[config.mk]
export PLATFORM = sky130hd
export DESIGN_NAME = tdc_interval_averager
export DESIGN_NICKNAME = d
export VERILOG_FILES = /design/src/rtl/tdc_interval_averager.sv
export SDC_FILE = /design/constraint.sdc
export NUM_CORES = 1
export LEC_CHECK = 0
export ABC_AREA = 1
export CORE_UTILIZATION = 39
export DETAILED_ROUTE_END_ITERATION = 16
export PLACE_DENSITY = 0.63
export SLEW_MARGIN = 5
export SYNTH_ARGS = -nofsm -noshare
export SYNTH_HDL_FRONTEND = slang
export SYNTH_SLANG_ARGS = --single-unit
[constraint.sdc]
create_clock -name clk -period 3.7 [get_ports clk]
set_input_delay 0.555 -clock clk [delete_from_list [all_inputs] [get_ports clk]]
set_output_delay 0.555 -clock clk [all_outputs]
set_load 0.005 [all_outputs]
[src/rtl/tdc_interval_averager.sv]
// Turns TDC (int_part, frac_part) strobes into fixed-point samples and reports
// mean/min/max over windows of 2^LOG2_N accepted samples on a valid/ready port.
module tdc_interval_averager #(
    parameter int FRAC_SHIFT = 10,
    parameter int LOG2_N     = 2,
    parameter int SAMPLE_W   = 12 + FRAC_SHIFT
) (
    input  logic                clk,
    input  logic                rst,
    input  logic                en,
    input  logic [10:0]         frac_part,
    input  logic [10:0]         int_part,
    input  logic                wrena,
    output logic [SAMPLE_W-1:0] out_mean,
    output logic [SAMPLE_W-1:0] out_min,
    output logic [SAMPLE_W-1:0] out_max,
    output logic                out_valid,
    input  logic                out_ready,
    output logic                overrun,
    output logic [15:0]         reject_cnt
);
    localparam int ACC_W = SAMPLE_W + LOG2_N;
    localparam int CNT_W = LOG2_N + 1;
    localparam int N     = 1 << LOG2_N;

    typedef enum logic {IDLE, ACCUM} state_t;
    state_t state, state_next;

    logic                s1_valid;
    logic [SAMPLE_W-1:0] s1_sample;
    logic [SAMPLE_W-1:0] sample_in;
    logic                bad_int;

    logic [ACC_W-1:0]    acc, acc_sum;
    logic [CNT_W-1:0]    count;
    logic [SAMPLE_W-1:0] min_r, max_r, min_nx, max_nx;
    logic                take, complete, load;

    assign sample_in = (SAMPLE_W'(int_part) << FRAC_SHIFT) + SAMPLE_W'(frac_part);
    // all-ones count means the upstream count-1 underflowed
    assign bad_int   = (int_part == 11'h7FF);

    always_ff @(posedge clk or negedge rst) begin
        if (!rst) state <= IDLE;
        else      state <= state_next;
    end

    always_comb begin
        state_next = state;
        case (state)
            IDLE:    if (en)  state_next = ACCUM;
            ACCUM:   if (!en) state_next = IDLE;
            default: state_next = IDLE;
        endcase
        take     = (state == ACCUM) && en && s1_valid;
        complete = take && (count == CNT_W'(N - 1));
        load     = complete && (!out_valid || out_ready);
        acc_sum  = acc + ACC_W'(s1_sample);
        min_nx   = (s1_sample < min_r) ? s1_sample : min_r;
        max_nx   = (s1_sample > max_r) ? s1_sample : max_r;
    end

    always_ff @(posedge clk or negedge rst) begin
        if (!rst) begin
            s1_valid   <= 1'b0;
            s1_sample  <= '0;
            reject_cnt <= '0;
        end else begin
            s1_valid  <= en && wrena && !bad_int;
            s1_sample <= sample_in;
            if (en && wrena && bad_int && reject_cnt != 16'hFFFF)
                reject_cnt <= reject_cnt + 16'd1;
        end
    end

    // completing window restarts from reset values so the next sample opens a new one
    always_ff @(posedge clk or negedge rst) begin
        if (!rst) begin
            acc   <= '0;
            count <= '0;
            min_r <= '1;
            max_r <= '0;
        end else if (!en || complete) begin
            acc   <= '0;
            count <= '0;
            min_r <= '1;
            max_r <= '0;
        end else if (take) begin
            acc   <= acc_sum;
            count <= count + CNT_W'(1);
            min_r <= min_nx;
            max_r <= max_nx;
        end
    end

    always_ff @(posedge clk or negedge rst) begin
        if (!rst) begin
            out_mean  <= '0;
            out_min   <= '0;
            out_max   <= '0;
            out_valid <= 1'b0;
            overrun   <= 1'b0;
        end else begin
            if (load) begin
                out_mean <= SAMPLE_W'(acc_sum >> LOG2_N);
                out_min  <= min_nx;
                out_max  <= max_nx;
            end
            if (load)           out_valid <= 1'b1;
            else if (out_ready) out_valid <= 1'b0;
            if (!en)                    overrun <= 1'b0;
            else if (complete && !load) overrun <= 1'b1;
        end
    end
endmodule

==> flow_metrics.env <==
export IMPL_status="finished, violations left"
export IMPL_violations="design-rule violations"
export IMPL_netlist_instances=1394
export IMPL_p_clk_frac=0.272
export IMPL_synth_largest_area_cell="dfrtp_1"
export IMPL_nNetsFinal=1593
export IMPL_drt_iter0_markers=601
export IMPL_fin_worst_skew_ns=0.0110
export IMPL_cts_sinks=179
export IMPL_switchingPower_w=0.00249
export IMPL_clock_latency_ns=0.44
export IMPL_worst_slack_ns=1.07
export IMPL_grt_pass1_vias=8908
export IMPL_grt_first_pass_wirelength_mm=45.6
export IMPL_p_seq_frac=0.379
export IMPL_slowest_stage="dfstp_2"
export IMPL_synthMuxAreaShare=0
export IMPL_drive_gt1_frac=0.0743
export IMPL_first_pass_iters=11
export IMPL_critPathMostFrequentCell="nand2_1"
export IMPL_worstPathArrival_ns=2.96
export IMPL_cap_violations=0
export IMPL_clkSlewWorstSetupHoldPaths_ns=0.07
export IMPL_vias=9120
export IMPL_htreeDepth=4
export IMPL_synth_compound_area_frac=0.0374
export IMPL_swShare=0.370
export IMPL_cts_root_buf="clkbuf_16"
export IMPL_cellPowerDensity_nw_per_um2=537
export IMPL_synth_top_cell_area_share=0.374
export IMPL_area_growth_pct=19.2
export IMPL_synth_edff_count=0
export IMPL_synthAdderAreaFrac=0.0854
export IMPL_cp_end_kind="flip-flop"
export IMPL_r2r_start="min_r[5]$_DFFE_PN1P_"
export IMPL_cp_max_fo=23
export IMPL_cts_hold_buf=0
export IMPL_cts_tree="yes"
export IMPL_ys_warn_count=0
export IMPL_grt_use_total=0.209
export IMPL_leakage_nw=6.63
export IMPL_die_h_um=166
export IMPL_synth_xor_area_share=0.0259
export IMPL_critical_path_depth=12
export IMPL_ys_async_sr_fraction=1.00
export IMPL_synth_seq_cells=179
export IMPL_globalplace_congestion=0.884
export IMPL_critPathLaunchType="flip-flop"
export IMPL_placed_area_um2=11900
export IMPL_cp_cell_sequence="inv_1 > ha_1 > a21o_1 > nor2_1 > nand2_1 > nand2_2 > nand3_2 > buf_4 > nand2_2 > nand2_1 > nand2_1 > nand2_1"
export IMPL_rr_endpoint="out_min[4]$_DFFE_PN0P_"
export IMPL_postCtsSetupRepairBufs=0
export IMPL_path_delay_family="simple AND/OR/NAND/NOR gates"
export IMPL_ys_types=40
export IMPL_wirelength_mm=27.9
export IMPL_startpoint="min_r[5]$_DFFE_PN1P_"
export IMPL_combPwrFrac=0.349
export IMPL_path_buf_inv=2
export IMPL_wl_per_cell_um=15.1
export IMPL_drc=7
export IMPL_fp_row_count=59
export IMPL_ys_seq_area_frac=0.430
export IMPL_hold_path_class="input port to async pin"
export IMPL_synth_common_cells="nand2_1 (518), inv_1 (170), dfrtp_1 (157)"
export IMPL_ios=111
export IMPL_overflow=0
export IMPL_synth_top_family_by_area="simple AND/OR/NAND/NOR gates"
export IMPL_start_util=0.400
export IMPL_synth_simple_gate_area_frac=0.337
export IMPL_setup_viol=0
export IMPL_placed_cells=1811
export IMPL_dp_hpwl_mm=19.7
export IMPL_vias_per_cell=4.95
export IMPL_rsz0062_at_grt="false"
export IMPL_synth_most_common_cell="nand2_1"
export IMPL_period_share=0.710
export IMPL_r2r_setup_slack_ns=1.07
export IMPL_antenna_left=0
export IMPL_ctsResizeCount=0
export IMPL_antenna_found_initial=0
export IMPL_fmax_ghz=0.381
export IMPL_worst_slew_pin_slew_ns=0.708
export IMPL_hold_viol=0
export IMPL_finish_instance_area_um2=12500
export IMPL_synth_area_um2=10500
export IMPL_finalSetupTns_ns=0
export IMPL_fp_dieW_um=166
export IMPL_pre_cts_slack_ns=1.07
export IMPL_clk_path_buf_depth=2
export IMPL_synth_nets=1492
export IMPL_port_buffers=110
export IMPL_ff2ff_path_depth=12
export IMPL_p_int_w=0.00423
export IMPL_cts_buffers=17
export IMPL_critPathMaxStageDelay_ns=0.55
export IMPL_critPathKind="flip-flop to flip-flop"
export IMPL_min_period_ns=2.63
export IMPL_antenna_cells=0
export IMPL_final_max_slew_viol_count=0
export IMPL_synth_area_leaders="dfrtp_1 (37%), nand2_1 (19%), ha_1 (8.3%), nand3_1 (7.1%), inv_1 (6.1%)"
export IMPL_ir_drop_uv=399
export IMPL_die_area_um2=27600
export IMPL_required_ns=4.03
export IMPL_ys_dominant_reg_cell="dfrtp_1"
export IMPL_core_um2=26200
export IMPL_grt_max_degree=70
export IMPL_finalNonFillerCells=1843
export IMPL_relSlewSlack=0.528
export IMPL_syn_avg_cell_area_um2=7.53
power by group through the flow:
stage / combinational [W] / clock (W) / sequential [W]
2_1_floorplan: 0.00162 / 0 / 0.00252
3_3_place_gp: 0.00231 / 0 / 0.00258
3_5_place_dp: 0.00235 / 0 / 0.00258
4_1_cts: 0.00237 / 0.00186 / 0.00255
5_1_grt: 0.00268 / 0.00192 / 0.00259
6_report: 0.00235 / 0.00183 / 0.00255
metal layers:
layer | track usage | up-vias | wire length (µm)
met5 | 0 | - | 0
met1 | 0.274 | 4286 | 13100
met2 | 0.355 | 188 | 13300
met4 | 0.0679 | 0 | 483
met3 | 0.0284 | 35 | 1040
li1 | - | 4611 | -
stage by stage:
step / power, W / utilization / hold WS, ns
2_1_floorplan: 0.00415 / - / 0.259
3_3_place_gp: 0.00488 / 0.455 / 0.462
3_5_place_dp: 0.00493 / 0.455 / 0.465
4_1_cts: 0.00677 / 0.477 / 0.133
5_1_grt: 0.00719 / 0.477 / 0.155
6_report: 0.00672 / 0.477 / 0.115
worst max path at each step:
| stage | endpoint | slack [ns] |
|---|---|---|
| after global routing | out_min[11]$_DFFE_PN0P_ | 0.92 |
| after floorplan | out_min[10]$_DFFE_PN0P_ | 1.86 |
| after CTS | out_min[8]$_DFFE_PN0P_ | 1.10 |
| after global placement | min_r[2]$_DFFE_PN1P_ | 1.10 |
| after detailed placement | min_r[1]$_DFFE_PN1P_ | 1.07 |
| final | out_min[4]$_DFFE_PN0P_ | 1.07 |
cell usage in the layout (no fill, tap or decap), types with 3 or more instances in the layout:
cell type	netlist	final
inv_6	0	3
xnor2_1	13	13
buf_4	2	11
dfrtp_1	157	157
nand3_1	148	148
nand4_1	34	34
ha_1	70	70
xor2_1	18	18
o21ai_0	29	29
nor3_1	5	5
buf_12	0	3
clkbuf_16	0	17
o21bai_1	4	4
nand3b_1	7	7
clkdlybuf4s50_1	0	109
a21oi_1	30	30
nand2_1	518	518
clkinvlp_4	0	5
or2_2	3	3
and2_1	3	3
nand2_2	22	22
nor2_1	67	67
inv_1	170	170
dfstp_2	22	22
nor2_2	6	5
inv_2	5	5
sequential cells by signal (all words and copies together) (netlist names):
name,cells
count,3
s1_valid,1
max_r,22
reject_cnt,16
s1_sample,22
acc,24
min_r,22
out_min,22
out_mean,22
out_max,22
out_valid,1
overrun,1
state,1
cells by family after synthesis:
| kind of cell | after synthesis |
|---|---|
| adder cells (fa/ha/maj) | 71 |
| buffers and inverters | 217 |
| flip-flops | 179 |
| XOR/XNOR | 31 |
| AO/OA/AOI/OAI | 72 |
| AND/OR/NAND/NOR | 824 |
cell type report:
class / instances / area [µm²]
clock buffer: 20 / 457
clock inverter: 12 / 123
fill: 2575 / 13700
inverter: 175 / 657
multi-input combinational: 998 / 5100
sequential: 179 / 4510
tap: 335 / 419
timing repair buffer: 124 / 1240
Note: power is estimated with default switching activity, not from simulation.
